`src/rtl/fifo_ctrl.sv`:
```
// Control block for a DEPTH-entry register-bank FIFO: head/tail pointers, occupancy
// count, one-hot write enables, registered read address and per-request ack/error status.
module fifo_ctrl #(
    parameter int DEPTH = 8,   // power of two, >= 2
    parameter int AW    = 3    // log2(DEPTH)
) (
    input  logic             clk,
    input  logic             reset_n,
    input  logic             wr_en,
    input  logic             rd_en,
    output logic [DEPTH-1:0] we,
    output logic [AW-1:0]    rd_addr,
    output logic             rd_valid,
    output logic             wr_ack,
    output logic             wr_err,
    output logic             rd_ack,
    output logic             rd_err,
    output logic             full,
    output logic             empty,
    output logic [AW:0]      data_count
);

    localparam logic [AW:0] FULL_COUNT = (AW+1)'(DEPTH);

    typedef enum logic [2:0] {
        INIT,
        NO_OP,
        WRITE,
        WR_ERROR,
        READ,
        RD_ERROR
    } state_t;

    state_t        state_reg, state_next;
    logic [AW-1:0] head_reg, head_next;
    logic [AW-1:0] tail_reg, tail_next;
    logic [AW:0]   count_reg, count_next;
    logic [AW-1:0] rd_addr_reg, rd_addr_next;
    logic          full_reg, empty_reg;
    logic          wr_fire;

    // A push only reaches the bank when no pop competes and there is room.
    assign wr_fire = reset_n && wr_en && !rd_en && (count_reg < FULL_COUNT);

    generate
        for (genvar gi = 0; gi < DEPTH; gi++) begin : g_we
            assign we[gi] = wr_fire && (head_reg == AW'(gi));
        end
    endgenerate

    always_comb begin
        state_next   = NO_OP;
        head_next    = head_reg;
        tail_next    = tail_reg;
        count_next   = count_reg;
        rd_addr_next = rd_addr_reg;
        if (rd_en) begin
            if (count_reg != '0) begin
                state_next   = READ;
                rd_addr_next = tail_reg;
                tail_next    = tail_reg + AW'(1);
                count_next   = count_reg - (AW+1)'(1);
            end else begin
                state_next = RD_ERROR;
            end
        end else if (wr_en) begin
            if (count_reg < FULL_COUNT) begin
                state_next = WRITE;
                head_next  = head_reg + AW'(1);
                count_next = count_reg + (AW+1)'(1);
            end else begin
                state_next = WR_ERROR;
            end
        end
    end

    always_ff @(posedge clk) begin
        if (!reset_n) begin
            state_reg   <= INIT;
            head_reg    <= '0;
            tail_reg    <= '0;
            count_reg   <= '0;
            rd_addr_reg <= '0;
            full_reg    <= 1'b0;
            empty_reg   <= 1'b1;
        end else begin
            state_reg   <= state_next;
            head_reg    <= head_next;
            tail_reg    <= tail_next;
            count_reg   <= count_next;
            rd_addr_reg <= rd_addr_next;
            full_reg    <= (count_next == FULL_COUNT);
            empty_reg   <= (count_next == '0);
        end
    end

    // One status bit per state; INIT and NO_OP report nothing.
    assign wr_ack     = (state_reg == WRITE);
    assign wr_err     = (state_reg == WR_ERROR);
    assign rd_ack     = (state_reg == READ);
    assign rd_err     = (state_reg == RD_ERROR);
    assign rd_valid   = (state_reg == READ);
    assign rd_addr    = rd_addr_reg;
    assign full       = full_reg;
    assign empty      = empty_reg;
    assign data_count = count_reg;

endmodule

```
`config.mk`:
```
export PLATFORM = sky130hd
export DESIGN_NAME = fifo_ctrl
export DESIGN_NICKNAME = d
export VERILOG_FILES = /design/src/rtl/fifo_ctrl.sv
export SDC_FILE = /design/constraint.sdc
export NUM_CORES = 1
export LEC_CHECK = 0
export BUFFER_PORTS_ARGS = -buffer_cell sky130_fd_sc_hd__clkbuf_2
export CAP_MARGIN = 40
export CORE_ASPECT_RATIO = 0.75
export CORE_MARGIN = 2
export CORE_UTILIZATION = 30
export DETAILED_ROUTE_END_ITERATION = 8
export PLACE_DENSITY_LB_ADDON = 0.15
export SKIP_CTS_REPAIR_TIMING = 1
export SYNTH_ARGS = -nofsm -noshare
export SYNTH_HDL_FRONTEND = slang
export SYNTH_SLANG_ARGS = --single-unit
```
`constraint.sdc`:
```
create_clock -name clk -period 2.15 [get_ports clk]
set_input_delay 0.3225 -clock clk [delete_from_list [all_inputs] [get_ports clk]]
set_output_delay 0.3225 -clock clk [all_outputs]
set_load 0.01 [all_outputs]
```
Word-level counts from Yosys, hierarchy flattened
Cells that the tools add are included.
Word-level totals
  register bits: 18
  output and inout bits: 22
Operators by class
  add/subtract/negate cells: 4
  magnitude comparators: 1
  equality and inequality tests: 12
  multiplexer cells: 8
  bitwise gates (word level): 1
  reductions and logical operators: 17
Operators with widths (number)
  $eq A3 B3 Y1 const B: 6
  $mux W4: 4
  $eq A3 B2 Y1 const B: 4
  $logic_and A1 B1 Y1: 11
  $add A3 B1 Y3 const B: 2
  $add A4 B1 Y4 const B: 1
  $eq A4 B4 Y1 const B: 1
  $logic_not A4 Y1: 1
  $lt A4 B4 Y1 const B: 1
  $reduce_bool A4 Y1: 1
  $sub A4 B1 Y4 const B: 1
  $eq A3 B1 Y1 const B: 1
  $logic_not A3 Y1: 1
  $mux W3: 1
  $reduce_and A3 Y1: 1
  $mux W1: 2
  $mux W2: 1
  $reduce_and A2 Y1: 1
  $logic_not A1 Y1: 1
  $not A1 Y1: 1

Depth between registers and ports, before layout
  depth in word-level cells: 5
  gate-level depth with buffers: 7

Worst setup path before layout
No wires, ideal clock.
  kind: register -> register
  start: register count_reg[0], in the netlist data_count[0]
  end: register empty_reg, in the netlist empty
  library setup time: 0.130 ns
  data arrival time: 1.590 ns
  required time: 2.020 ns
  slack: 0.430 ns
  cell stages (with the launch flop): 8
  period minus slack after synthesis: 1.720 ns
  cell sequence: dfxtp_1 > inv_1 > ha_1 > or3b_1 > buf_6 > and4_1 > a221oi_2 > o31ai_1
On the way
  cells in the longest elaborated chain, start to end: 5
RTL lines
  start: declaration: RTL line 37  | logic [AW:0] count_reg, count_next;
  start signal: assignment: RTL line 90  | count_reg <= count_next;
  $add A4 B1 Y4 / $lt A4 B4 Y1 (equally long branches): RTL line 70, 67
  $mux W4: RTL line 67  | if (count_reg < FULL_COUNT) begin
  $mux W4: RTL line 66  | end else if (wr_en) begin
  $mux W4 *: RTL line 57  | if (rd_en) begin
  $logic_not A4 Y1 *: RTL line 93  | empty_reg <= (count_next == '0);
  end signal: assignment: RTL line 93
  end: declaration: RTL line 39  | logic full_reg, empty_reg;
Every way passes the cells marked *; elsewhere a longest branch is shown, timed or not.
A chain may end at the register's enable or synchronous reset.

Worst setup path after layout
  start: register count_reg[0], in the netlist data_count[0]
  end: register full_reg, in the netlist full
On the way
  cells in the longest elaborated chain, start to end: 5
RTL lines
  $add A4 B1 Y4 / $lt A4 B4 Y1 (equally long branches): RTL line 70, 67
  $mux W4: RTL line 67
  $mux W4: RTL line 66
  $mux W4 *: RTL line 57
  $eq A4 B4 Y1 *: RTL line 92  | full_reg <= (count_next == FULL_COUNT);
  end signal: assignment: RTL line 92
  end: declaration: RTL line 39
Marked as above.

==> summary.md <==
| Metric | Value |
|---|---|
| Status | `complete, no violations` |
| Clock Pin Slew Worst Setup and Hold Paths | `0.07 ns` |
| Cells after synthesis | `105` |
| Syn Area/Cell | `9.569 um^2` |
| Initial core utilization | `0.3098` |
| Total grt overflow | `0` |
| Top FF cell, synth | `dfxtp_1` |
| Via count | `795` |
| Final Slew Violations | `0` |
| Clock buffer depth | `2` |
| Initial antenna violation count | `0` |
| Max_cap viols | `0` |
| Reg2Reg Setup Slack | `0.35 ns` |
| Vias in the first global route | `647` |
| Setup TNS | `0 ns` |
| P&R area growth vs syn | `20.92%` |
| Die width | `70.83 um` |
| Clock root buffer | `clkbuf_8` |
| Total clock sinks | `18` |
| Post-synth top area cell | `dfxtp_1` |
| Share of cells above drive strength 1 | `0.2748` |
| R2r startpoint | `data_count[0]` |
| Largest net degree at the start of global routing | `18` |
| Global Route Usage Sum | `0.1169` |
| IO Port Bufs | `25` |
| Relative slew slack | `0.6452` |
| Crit path launch type | `flip-flop` |
| Final hold vios | `0` |
| Critical path arrival | `1.93 ns` |
| Post-synth ARST share | `0` |
| Yosys top cell area share | `0.3587` |
| Maximum vdd drop | `0.4637 mV` |
| Fin crit period | `1.797 ns` |
| Total Wirelength | `1.975 mm` |
| H-tree depth | `1` |
| Worst slew pin tran | `0.5316 ns` |
| First-pass GRT wire length | `3.270 mm` |
| Place WS | `0.2759 ns` |
| CP Data Required Time | `2.28 ns` |
| DR vias/cell | `4.649` |
| Fmax | `556.6 MHz` |
| Die Ht | `54.12 um` |
| Worst Hold Class | `in2reg` |
| Number of flops mapped to enable cells by yosys | `0` |
| WHS Endpoint | `state_reg[1]` |
| Number of top-level pins | `26` |
| Residual DRC | `0` |
| Fin worst setup slack | `0.3534 ns` |
| Initial DRC Count | `15` |
| Clock Skew | `0.004022 ns` |
| RR Endpoint | `full` |
| Worst setup path class | `reg2reg` |
| Leading post-synthesis cells by cell area | `dfxtp_1, ha_1, and2_1` |
| DR pass1 iterations | `4` |
| Cell Area, Synth | `0.001005 mm^2` |
| Clk_lat worst skew | `0.26 ns` |
| Nets@finish | `145` |
| Final Non-Filler Cells | `171` |
| Post-synth cell types | `34` |
| CTS tree | `done` |
| Std cell rows | `18` |
| # placed instances | `167` |
| Dpl hpwl | `1.496 mm` |
| PwrDens | `1089 mW/mm^2` |
| Die area | `0.003833 mm^2` |
| Sequential element share of the synthesized area | `0.3587` |
| #FFs+latches synth | `18` |
| WL/cell | `11.55 um` |
| Leak | `0.0005896 uW` |
| Crit-path max FO | `8` |
| Yosys warns | `0` |
| Cts bufs inserted | `3` |
| Diode count | `0` |
| Final setup viols | `0` |
| Placer Congestion | `0.8605` |
| Period utilisation layout | `0.8356` |
| Critical Path End Type | `flip-flop` |
| ANT nets after route | `0` |
| Core area | `0.003243 mm^2` |
| Worst hold start | `reset_n` |
| Largest register FFs | `4` |
| Worst R2R Path Depth | `6` |
| RSZ-0062 raised after global routing | `no` |
| Hold depth | `3` |
| Syn_nets | `118` |
[kinds of logic after synthesis]
group,Yosys count,share of synthesized area
xor+xnor,6,0.05230
simple gates,45,0.2839
buf+inv,11,0.05978
flops,18,0.3587
fa+ha+maj,9,0.1121
compound gates,16,0.1333
[placed cells by master, fill, tap and decap left out]
| cell type | instances |
|---|---|
| xnor2_1 | 5 |
| nor2b_1 | 2 |
| nor3b_4 | 1 |
| xor2_1 | 1 |
| clkbuf_8 | 4 |
| o21ai_0 | 2 |
| nand2_1 | 5 |
| nor3b_1 | 2 |
| ha_1 | 9 |
| nor4bb_1 | 1 |
| clkbuf_2 | 25 |
| a21boi_1 | 4 |
| inv_1 | 6 |
| and4_1 | 1 |
| or3b_4 | 1 |
| dfxtp_1 | 18 |
| nand3b_1 | 2 |
| o211a_1 | 2 |
| a21oi_4 | 1 |
| and3b_1 | 3 |
| a41oi_1 | 1 |
| a21oi_1 | 1 |
| nor3_1 | 1 |
| o21a_1 | 1 |
| a211oi_1 | 1 |
| and2_1 | 10 |
| nand2_2 | 1 |
| buf_4 | 2 |
| and3_1 | 6 |
| nor2_1 | 4 |
| o31ai_1 | 1 |
| a221oi_2 | 1 |
| nand3_1 | 5 |
| o22ai_1 | 1 |
[worst max-delay path by stage]
stage | to | cells past startpoint | startpoint | slack (ns)
finish | full | 6 | data_count[0] | 0.35
floorplan | empty | 7 | data_count[0] | 0.43
global route | full | 6 | data_count[0] | 0.12
CTS | full | 6 | data_count[0] | 0.24
detailed placement | full | 6 | data_count[0] | 0.28
global placement | empty | 6 | data_count[0] | 0.33
[stage by stage]
stage	utilization	hold WS (ns)	total power (uW)	area (um^2)
global route	0.3746	0.3652	1430	1215
CTS	0.3738	0.3435	1318	1212
global placement	0.3569	0.4461	1035	1157
finish	0.3746	0.3415	1323	1215
detailed placement	0.3569	0.4464	1033	1157
floorplan	-	0.4498	937.7	1005
[layout make-up]
class                   count  area [um^2]
clock buffers               4        55.05
fillers                   353         2028
inverters                   6        22.52
multi-input cells          76        586.8
flip-flops and latches     18        360.3
well taps                  40        50.05
repair buffers             27        140.1
[where the power goes]
part	switching [uW]	internal, uW
clock	113	163
sequential	71.0	402
combinational	311	264
total	495	828
[Yosys cell counts (all sizes together), types with 3 or more instances]
cell type	instances
nand2	6
nor2	4
nor3b	3
xnor2	5
ha	9
and3	6
and2	10
a21boi	4
nand3	5
buf	3
and3b	3
inv	6
dfxtp	18
[metal layers]
metal  GRT usage  part of all wire  up-vias
li1            -                 -      415
met1      0.1492              0.52      354
met2      0.1667              0.40       21
met3     0.04869             0.061        5
met4     0.06604             0.022        0
met5           0                 0        -
[critical path: stages, from the launching register on]
cell,delay [ns]
dfxtp_1,0.39
inv_1,0.11
ha_1,0.18
or3b_4,0.45
and4_1,0.24
a221oi_2,0.23
nor4bb_1,0.09
Power figures use the tool's default switching activity.
